<file path="src/rtl/imem_loader_pkg.sv">
// Shared types and constants for the instruction-memory loader.
package imem_loader_pkg;

  typedef enum logic [1:0] {
    IDLE,
    RECV,
    WRITE,
    DONE
  } state_t;

  localparam logic [31:0] HALT_WORD_DEFAULT = 32'hFFFF_FFFF;
  localparam int unsigned BYTES_PER_WORD    = 4;

endpackage

</file>
<file path="src/rtl/imem_loader_word_packer.sv">
// Big-endian byte-to-word shift register with a byte counter.
module word_packer
  import imem_loader_pkg::*;
(
  input  logic        clk,
  input  logic        rst,
  input  logic        clear,
  input  logic        accept,
  input  logic [7:0]  byte_data,
  output logic [31:0] word,
  output logic        word_full
);

  localparam int unsigned CNT_W = $clog2(BYTES_PER_WORD);

  logic [CNT_W-1:0] byte_cnt;

  always_ff @(posedge clk) begin
    if (rst || clear) begin
      word     <= '0;
      byte_cnt <= '0;
    end else if (accept) begin
      word     <= {word[23:0], byte_data};
      byte_cnt <= byte_cnt + CNT_W'(1);
    end
  end

  // Fires on the edge that accepts the last byte; byte_cnt wraps to 0 there.
  assign word_full = accept && (byte_cnt == CNT_W'(BYTES_PER_WORD - 1));

endmodule

</file>
<file path="src/rtl/imem_loader.sv">
// Fills instruction memory from a byte stream and holds the CPU in reset while loading.
module imem_loader
  import imem_loader_pkg::*;
#(
  parameter int unsigned ADDR_W    = 6,
  parameter int unsigned DEPTH     = 16,
  parameter logic [31:0] HALT_WORD = HALT_WORD_DEFAULT
) (
  input  logic              clk,
  input  logic              rst,
  input  logic              start,
  input  logic [4:0]        word_count,
  input  logic              byte_valid,
  input  logic [7:0]        byte_data,
  output logic              byte_ready,
  output logic              im_we,
  output logic [ADDR_W-1:0] im_addr,
  output logic [31:0]       im_wdata,
  output logic              cpu_rst,
  output logic              busy,
  output logic              done,
  output logic              err
);

  localparam int unsigned IDX_W     = $clog2(DEPTH);
  localparam logic [4:0]  DEPTH_CNT = 5'(DEPTH);

  state_t           state;
  logic [IDX_W-1:0] word_idx;
  logic [4:0]       limit;
  logic [4:0]       idx_next;
  logic [31:0]      word;
  logic             word_full;
  logic             accept;
  logic             start_ok;
  logic             last_word;

  assign accept    = byte_valid && byte_ready;
  assign start_ok  = start && ((state == IDLE) || (state == DONE));
  assign idx_next  = 5'(word_idx) + 5'd1;
  assign last_word = ((limit != '0) && (idx_next == limit)) ||
                     (word == HALT_WORD) ||
                     (idx_next == DEPTH_CNT);

  word_packer u_packer (
    .clk       (clk),
    .rst       (rst),
    .clear     (start_ok),
    .accept    (accept),
    .byte_data (byte_data),
    .word      (word),
    .word_full (word_full)
  );

  always_ff @(posedge clk) begin
    if (rst) begin
      state    <= IDLE;
      word_idx <= '0;
      limit    <= '0;
      err      <= 1'b0;
      cpu_rst  <= 1'b1;
    end else begin
      case (state)
        IDLE, DONE: begin
          if (start_ok) begin
            state    <= RECV;
            word_idx <= '0;
            limit    <= (word_count > DEPTH_CNT) ? DEPTH_CNT : word_count;
            err      <= (word_count > DEPTH_CNT);
            cpu_rst  <= 1'b1;
          end
        end
        RECV: begin
          if (word_full) state <= WRITE;
        end
        WRITE: begin
          // The index is left at its final value on termination so it never wraps.
          if (last_word) begin
            state   <= DONE;
            cpu_rst <= 1'b0;
          end else begin
            state    <= RECV;
            word_idx <= word_idx + IDX_W'(1);
          end
        end
        default: state <= IDLE;
      endcase
    end
  end

  assign byte_ready = (state == RECV);
  assign im_we      = (state == WRITE);
  assign im_addr    = ADDR_W'({word_idx, 2'b00});
  assign im_wdata   = word;
  assign busy       = (state == RECV) || (state == WRITE);
  assign done       = (state == DONE);

endmodule

</file>
<file path="config.mk">
export PLATFORM = sky130hd
export DESIGN_NAME = imem_loader
export DESIGN_NICKNAME = d
export VERILOG_FILES = /design/src/rtl/imem_loader_pkg.sv /design/src/rtl/imem_loader_word_packer.sv /design/src/rtl/imem_loader.sv
export SDC_FILE = /design/constraint.sdc
export NUM_CORES = 1
export LEC_CHECK = 0
export ABC_CLOCK_PERIOD_IN_PS = 5350
export CAP_MARGIN = 20
export CORE_UTILIZATION = 65
export DETAILED_ROUTE_END_ITERATION = 12
export DONT_BUFFER_PORTS = 1
export PLACE_DENSITY = 0.81
export SLEW_MARGIN = 20
export SYNTH_ARGS = -nofsm -noshare
export SYNTH_HDL_FRONTEND = slang
export SYNTH_SLANG_ARGS = --single-unit
</file>
<file path="constraint.sdc">
create_clock -name clk -period 5.35 [get_ports clk]
set_clock_uncertainty 0.15 [all_clocks]
set_input_delay 1.07 -clock clk [delete_from_list [all_inputs] [get_ports clk]]
set_output_delay 1.07 -clock clk [all_outputs]
set_load 0.005 [all_outputs]
</file>
==> results of run 1 <==
## report_power, final
part | switching [mW] | internal, mW
registers | 0.0267 | 0.374
logic | 0.161 | 0.0678
clock network | 0.116 | 0.0533
## critical path: stages, from the launching register on
cell and delay [ns]:
dfxtp_1 0.43, inv_1 0.06, ha_1 0.37, inv_1 0.10
## cells in the final DEF, fill, tap and decap left out, types with 2 or more instances in the layout
cell	n
xnor2_1	5
dfxtp_1	47
nand2_1	75
nor3b_1	4
clkbuf_4	5
o311ai_2	3
nor2b_1	2
nand3_1	4
nor4_1	5
nor2_1	12
inv_1	7
a32oi_1	2
ha_1	7
a21oi_1	43
conb_1	2
or3_1	2
nand4_1	10
xor2_1	2
## worst max path at each step
| stage | endpoint | slack (ns) |
|---|---|---|
| 2_1_floorplan | word_idx[0]$_SDFFE_PP0P_ | 3.13 |
| 3_3_place_gp | u_packer.word[3]$_SDFFE_PP0P_ | 2.77 |
| 3_5_place_dp | u_packer.word[31]$_SDFFE_PP0P_ | 2.71 |
| 4_1_cts | busy | 2.79 |
| 5_1_grt | busy | 2.72 |
| 6_report | busy | 2.81 |
## sequential cells by signal (all words and copies together) (netlist names)
register           count
word_idx               4
err                    1
cpu_rst                1
state                  2
limit                  5
u_packer.byte_cnt      2
u_packer.word         32
## cells by family after synthesis
kind of cell,Yosys count
other cells,1
buf+inv,23
flops,47
compound gates,56
simple gates,122
xor+xnor,7
fa+ha+maj,7
## area by class of cell
class	instances	area share, %
Clock buffer	6	1.91
Sequential cell	47	43.6
Tap cell	44	2.55
Timing Repair Buffer	1	0.695
Clock inverter	2	0.753
Inverter	7	1.22
Multi-Input combinational cell	194	49.3
## per-layer routing
metal | global-route usage, % | up-vias
met1 | 35.5 | 819
met5 | 0 | -
met3 | 7.03 | 10
li1 | - | 884
met2 | 42.7 | 70
met4 | 10.5 | 0
==> results.py, run 1 <==
metrics = {
    "pwr": {
        "power.density_nw_per_um2": 370,
        "p_leak_nw": 0.715,
        "ir_worst_vdd_mv": 0.236,
        "p_total_mw": 0.800,
    },
    "route": {
        "top_layer_used": "met4",
        "drc": 0,
        "drt_iter0_drc": 138,
        "m1WireLength_um": 2020,
        "drt-vias-per-instance": 5.92,
        "avgRoutedWirePerCell_um": 14.6,
        "routed-wl-met3_um": 351,
        "dr.pass1.iters": 4,
        "ant_nets": 0,
        "vias": 1783,
        "drt_wl_total_um": 4400,
        "wl_met2_um": 1960,
    },
    "cts": {
        "clock-root-buffer": "clkbuf_4",
        "cts_tree": "built",
        "cts_max_level": 2,
        "cts_buffer_depth": 2,
        "cts-resized-gates": 0,
        "cts.sinks": 47,
        "post_cts_buffers": 0,
        "clkTransAtPathRegs_ns": 0.14,
        "worstSkewPairLatency_ns": 0.37,
        "cts_hold_buf": 0,
        "cts_buffers": 5,
    },
    "finish": {
        "syn_to_final_growth_pct": 2.49,
        "diodes": 0,
        "fin_util_pct": 70.7,
        "fillCellCount": 266,
        "stdcell_count": 301,
        "drive_gt1_share_pct": 7.00,
        "multi_input_comb_area_um2": 1060,
        "final_nets": 280,
        "regArea_um2": 941,
        "design_area_um2": 2160,
    },
    "critical_path": {
        "required_ns": 4.13,
        "r2r-end": "word_idx[1]$_SDFFE_PP0P_",
        "worstRegToRegCells": 6,
        "crit_type": "register to output pin",
        "cp-start-kind": "register",
        "cp-end-kind": "output pin",
        "critPathMaxFanout": 5,
        "reg2reg_slack_ns": 2.86,
        "crit_arrival_ns": 1.32,
        "cp-startpoint": "state[0]$_SDFFE_PP0P_",
        "r2r-start": "word_idx[0]$_SDFFE_PP0P_",
    },
    "hold_path": {
        "min_path_cells": 2,
        "holdPathEnd": "u_packer.byte_cnt[1]$_SDFFE_PP0P_",
        "hp-class": "register to register",
        "min-delay-start": "u_packer.byte_cnt[1]$_SDFFE_PP0P_",
    },
    "floorplan": {
        "die_area_um2": 3470,
        "start_util_pct": 69.0,
        "core_um2": 3050,
        "die_w_um": 58.9,
        "num_rows": 20,
        "die_h_um": 58.9,
        "ioPinCount": 61,
    },
    "sta": {
        "tightestPinTransition_ns": 0.632,
        "setup_slack_ns": 2.81,
        "finalHoldViolCount": 0,
        "fin_tns_setup_ns": 0,
        "grt_setup_unrepaired": "no",
        "setup_violations": 0,
        "min_period_over_period_pct": 47.5,
        "fin_crit_ns": 2.54,
        "max-slew-margin-rel_pct": 57.7,
        "drv_slew": 0,
        "clock.fmax_mhz": 393,
        "hold_slack_ns": 0.323,
    },
    "synth": {
        "synth_area_um2": 2110,
        "ys_types": 36,
        "async_reset_ff_share_pct": 0,
        "synthCells": 263,
        "yosys.area_share.adder_pct": 4.16,
        "yosys-top-cells-count": "76 x nand2_1, 47 x dfxtp_1, 43 x a21oi_1",
        "synthDominantCellAreaShare_pct": 44.7,
        "synth_compound_area_share_pct": 16.7,
        "synth-simple-area-share_pct": 26.2,
        "yosys_warnings": 0,
        "synth.mux.area_fraction_pct": 0,
        "synth_most_common_cell": "nand2_1",
        "avgSynthCellArea_um2": 8.01,
        "yosys_register_bits": 47,
        "synth-xor-area-share_pct": 2.91,
        "yosys-top-cells-area": "dfxtp_1 45%, nand2_1 14%, a21oi_1 10%",
        "yosysTopAreaCell": "dfxtp_1",
        "synth_top_family_by_area": "simple AND/OR/NAND/NOR gates",
        "synth-main-ff-cell": "dfxtp_1",
        "seq_area_frac_synth_pct": 44.7,
        "synth_edf_count": 0,
    },
    "flow_run": {
        "drv_cap": 0,
    },
    "global_route": {
        "grt_max_degree": 35,
        "antenna_found_initial": 0,
        "grt_pass1_wl_um": 7150,
        "track_usage_pct": 27.1,
        "first_global_vias": 1623,
        "grt_overflow": 0,
    },
    "placement": {
        "dp_hpwl_um": 2970,
        "place_area_um2": 2080,
        "io_buffer_count": 0,
        "place_ws_ns": 2.71,
        "placed_cells": 292,
        "gp_congestion": 0.829,
    },
    "status": {
        "status": "complete, no violations",
    },
}
Power figures use the tool's default switching activity.
==> run 2: changes to the inputs <==
--- a/config.mk
+++ b/config.mk
@@ -5,12 +5,12 @@
 export SDC_FILE = /design/constraint.sdc
 export NUM_CORES = 1
 export LEC_CHECK = 0
-export ABC_CLOCK_PERIOD_IN_PS = 5350
+export ABC_CLOCK_PERIOD_IN_PS = 2400
 export CAP_MARGIN = 20
-export CORE_UTILIZATION = 65
+export CORE_UTILIZATION = 62
 export DETAILED_ROUTE_END_ITERATION = 12
 export DONT_BUFFER_PORTS = 1
-export PLACE_DENSITY = 0.81
+export PLACE_DENSITY = 0.78
 export SLEW_MARGIN = 20
 export SYNTH_ARGS = -nofsm -noshare
 export SYNTH_HDL_FRONTEND = slang
==> constraint.sdc (replaced) <==
create_clock -name clk -period 2.4 [get_ports clk]
set_clock_uncertainty 0.15 [all_clocks]
set_input_delay 0.48 -clock clk [delete_from_list [all_inputs] [get_ports clk]]
set_output_delay 0.48 -clock clk [all_outputs]
set_load 0.005 [all_outputs]
==> run 2 against run 1 <==
  * Sequential cell count did not move
  * Non-clock buffer count rose by 6
  * Register-to-register slack got worse by 2.8 ns
  * Critical path type is now register to register
==> results.py, run 2 (synthesis results as in run 1) <==
metrics = {
    "cts": {
        "cts.sinks": 47,
        "cts_buffer_depth": 2,
        "worstSkewPairLatency_ns": 0.34,
        "cts_max_level": 2,
        "cts_tree": "built",
        "post_cts_buffers": 0,
        "clkTransAtPathRegs_ns": 0.13,
        "cts_buffers": 5,
        "clock-root-buffer": "clkbuf_4",
    },
    "pwr": {
        "power.density_nw_per_um2": 864,
        "p_leak_nw": 0.770,
        "ir_worst_vdd_mv": 0.576,
    },
    "critical_path": {
        "cp-startpoint": "word_idx[0]$_SDFFE_PP0P_",
        "crit_type": "register to register",
        "cp-end-kind": "register",
        "crit_arrival_ns": 2.42,
        "required_ns": 2.50,
        "critPathSlowestCell": "a2111o_1",
        "cp-start-kind": "register",
        "critPathMaxStageDelay_ns": 0.54,
        "r2r-start": "word_idx[0]$_SDFFE_PP0P_",
        "critPathMaxFanout": 7,
        "path_cells": "ha_2 -> and3_4 -> or3_1 -> a2111o_1 -> and2_4 -> o311ai_2",
    },
    "sta": {
        "drv_slew": 0,
        "grt_setup_unrepaired": "no",
        "fin_tns_setup_ns": 0,
        "finalHoldViolCount": 0,
        "tightestPinTransition_ns": 0.622,
        "min_period_over_period_pct": 96.6,
        "fin_crit_ns": 2.32,
        "hold_slack_ns": 0.0430,
        "max-slew-margin-rel_pct": 58.5,
        "clock.fmax_mhz": 432,
        "setup_violations": 0,
    },
    "route": {
        "drt_wl_total_um": 4520,
        "avgRoutedWirePerCell_um": 14.7,
        "drt_iter0_drc": 122,
        "dr.pass1.iters": 4,
        "drc": 0,
        "drt-vias-per-instance": 5.86,
        "ant_nets": 0,
        "vias": 1800,
    },
    "flow_run": {
        "drv_cap": 0,
    },
    "hold_path": {
        "min-delay-start": "rst",
        "hp-class": "input pin to register",
    },
    "global_route": {
        "first_global_vias": 1599,
        "track_usage_pct": 26.2,
        "grt_pass1_wl_um": 7090,
        "grt_max_degree": 35,
        "antenna_found_initial": 0,
        "grt_overflow": 0,
    },
    "finish": {
        "diodes": 0,
        "fillCellCount": 241,
        "regMostFlops": "u_packer.word",
        "final_nets": 286,
        "layout_common_cells": "76 x nand2_1, 47 x dfxtp_1, 43 x a21oi_1, 12 x nor2_1, 10 x nand4_1",
        "fin_util_pct": 71.9,
        "largest_reg_flops": 32,
        "drive_gt1_share_pct": 9.13,
        "regArea_um2": 941,
        "reg_top3": "u_packer.word: 32 flops, limit: 5 flops, word_idx: 4 flops",
        "multi_input_comb_area_um2": 1060,
        "final_common_cell": "nand2_1",
        "syn_to_final_growth_pct": 6.77,
        "design_area_um2": 2250,
    },
    "floorplan": {
        "ioPinCount": 61,
        "core_um2": 3130,
        "die_h_um": 60.3,
        "die_w_um": 60.3,
        "start_util_pct": 67.4,
        "die_area_um2": 3640,
        "num_rows": 20,
    },
    "placement": {
        "io_buffer_count": 0,
        "gp_congestion": 0.909,
        "place_area_um2": 2160,
        "dp_hpwl_um": 3160,
    },
    "status": {
        "status": "complete, no violations",
    },
}
==> run 2: through the flow <==
stage / instances / worst slack (ns) / power, mW
floorplan: 264 / 0.179 / 1.32
global placement: 299 / 0.171 / 1.46
detailed placement: 299 / 0.112 / 1.48
CTS: 307 / 0.0613 / 1.96
global route: 307 / 0.00624 / 2.06
finish: 307 / 0.0826 / 1.94
==> run 2: cell type report <==
| type | instances | share of cell area, % |
|---|---|---|
| clock buffers | 6 | 2.28 |
| clock inverters | 2 | 1.56 |
| repair buffers | 7 | 3.45 |
| well taps | 44 | 2.45 |
| inverters | 7 | 1.17 |
| multi-input cells | 194 | 47.3 |
| flip-flops and latches | 47 | 41.8 |
==> run 2: path summary, 6_finish.rpt <==
check | to | slack (ns) | depth (start not counted)
setup / recovery | word_idx[3]$_SDFFE_PP0P_ | 0.08 | 6
hold / removal | state[0]$_SDFFE_PP0P_ | 0.04 | 1
setup reg to reg | word_idx[3]$_SDFFE_PP0P_ | 0.08 | 6
hold reg to reg | u_packer.byte_cnt[1]$_SDFFE_PP0P_ | 0.33 | 2
==> run 2: layer usage <==
layer	part of all wire (%)	global-route usage [%]	vias to the layer above
li1	-	-	895
met1	45	36.5	827
met2	45	38.0	70
met3	8.2	7.36	8
met4	1.9	10.3	0
met5	0	0	-
==> run 2: report_power, final <==
group	total [mW]	switching [mW]	internal (mW)
Sequential	0.889	0.0554	0.834
Clock	0.482	0.235	0.246
Combinational	0.572	0.376	0.196
Total	1.94	0.667	1.28
==> run 2: worst max-delay path, delay by kind of cell (launching register included) <==
kind	cells	cell delay, ns
adders and majority gates	1	0.22
AOI/OAI and AO/OA	2	0.79
and+or+nand+nor	3	0.73
DFF	1	0.34
==> run 2: timing repair <==
item,in CTS,in global routing
resized for setup,0,1
endpoints found under the hold margin,0,0
hold buffers,0,0
setup endpoints to repair,0,2
==> run 3: changes to the inputs <==
--- a/config.mk
+++ b/config.mk
@@ -11,6 +11,7 @@
 export DETAILED_ROUTE_END_ITERATION = 12
 export DONT_BUFFER_PORTS = 1
 export PLACE_DENSITY = 0.78
+export SKIP_LAST_GASP = 1
 export SLEW_MARGIN = 20
 export SYNTH_ARGS = -nofsm -noshare
 export SYNTH_HDL_FRONTEND = slang
==> results of run 3 <==
Final layout, timing and power as in run 2 (identical DEF).
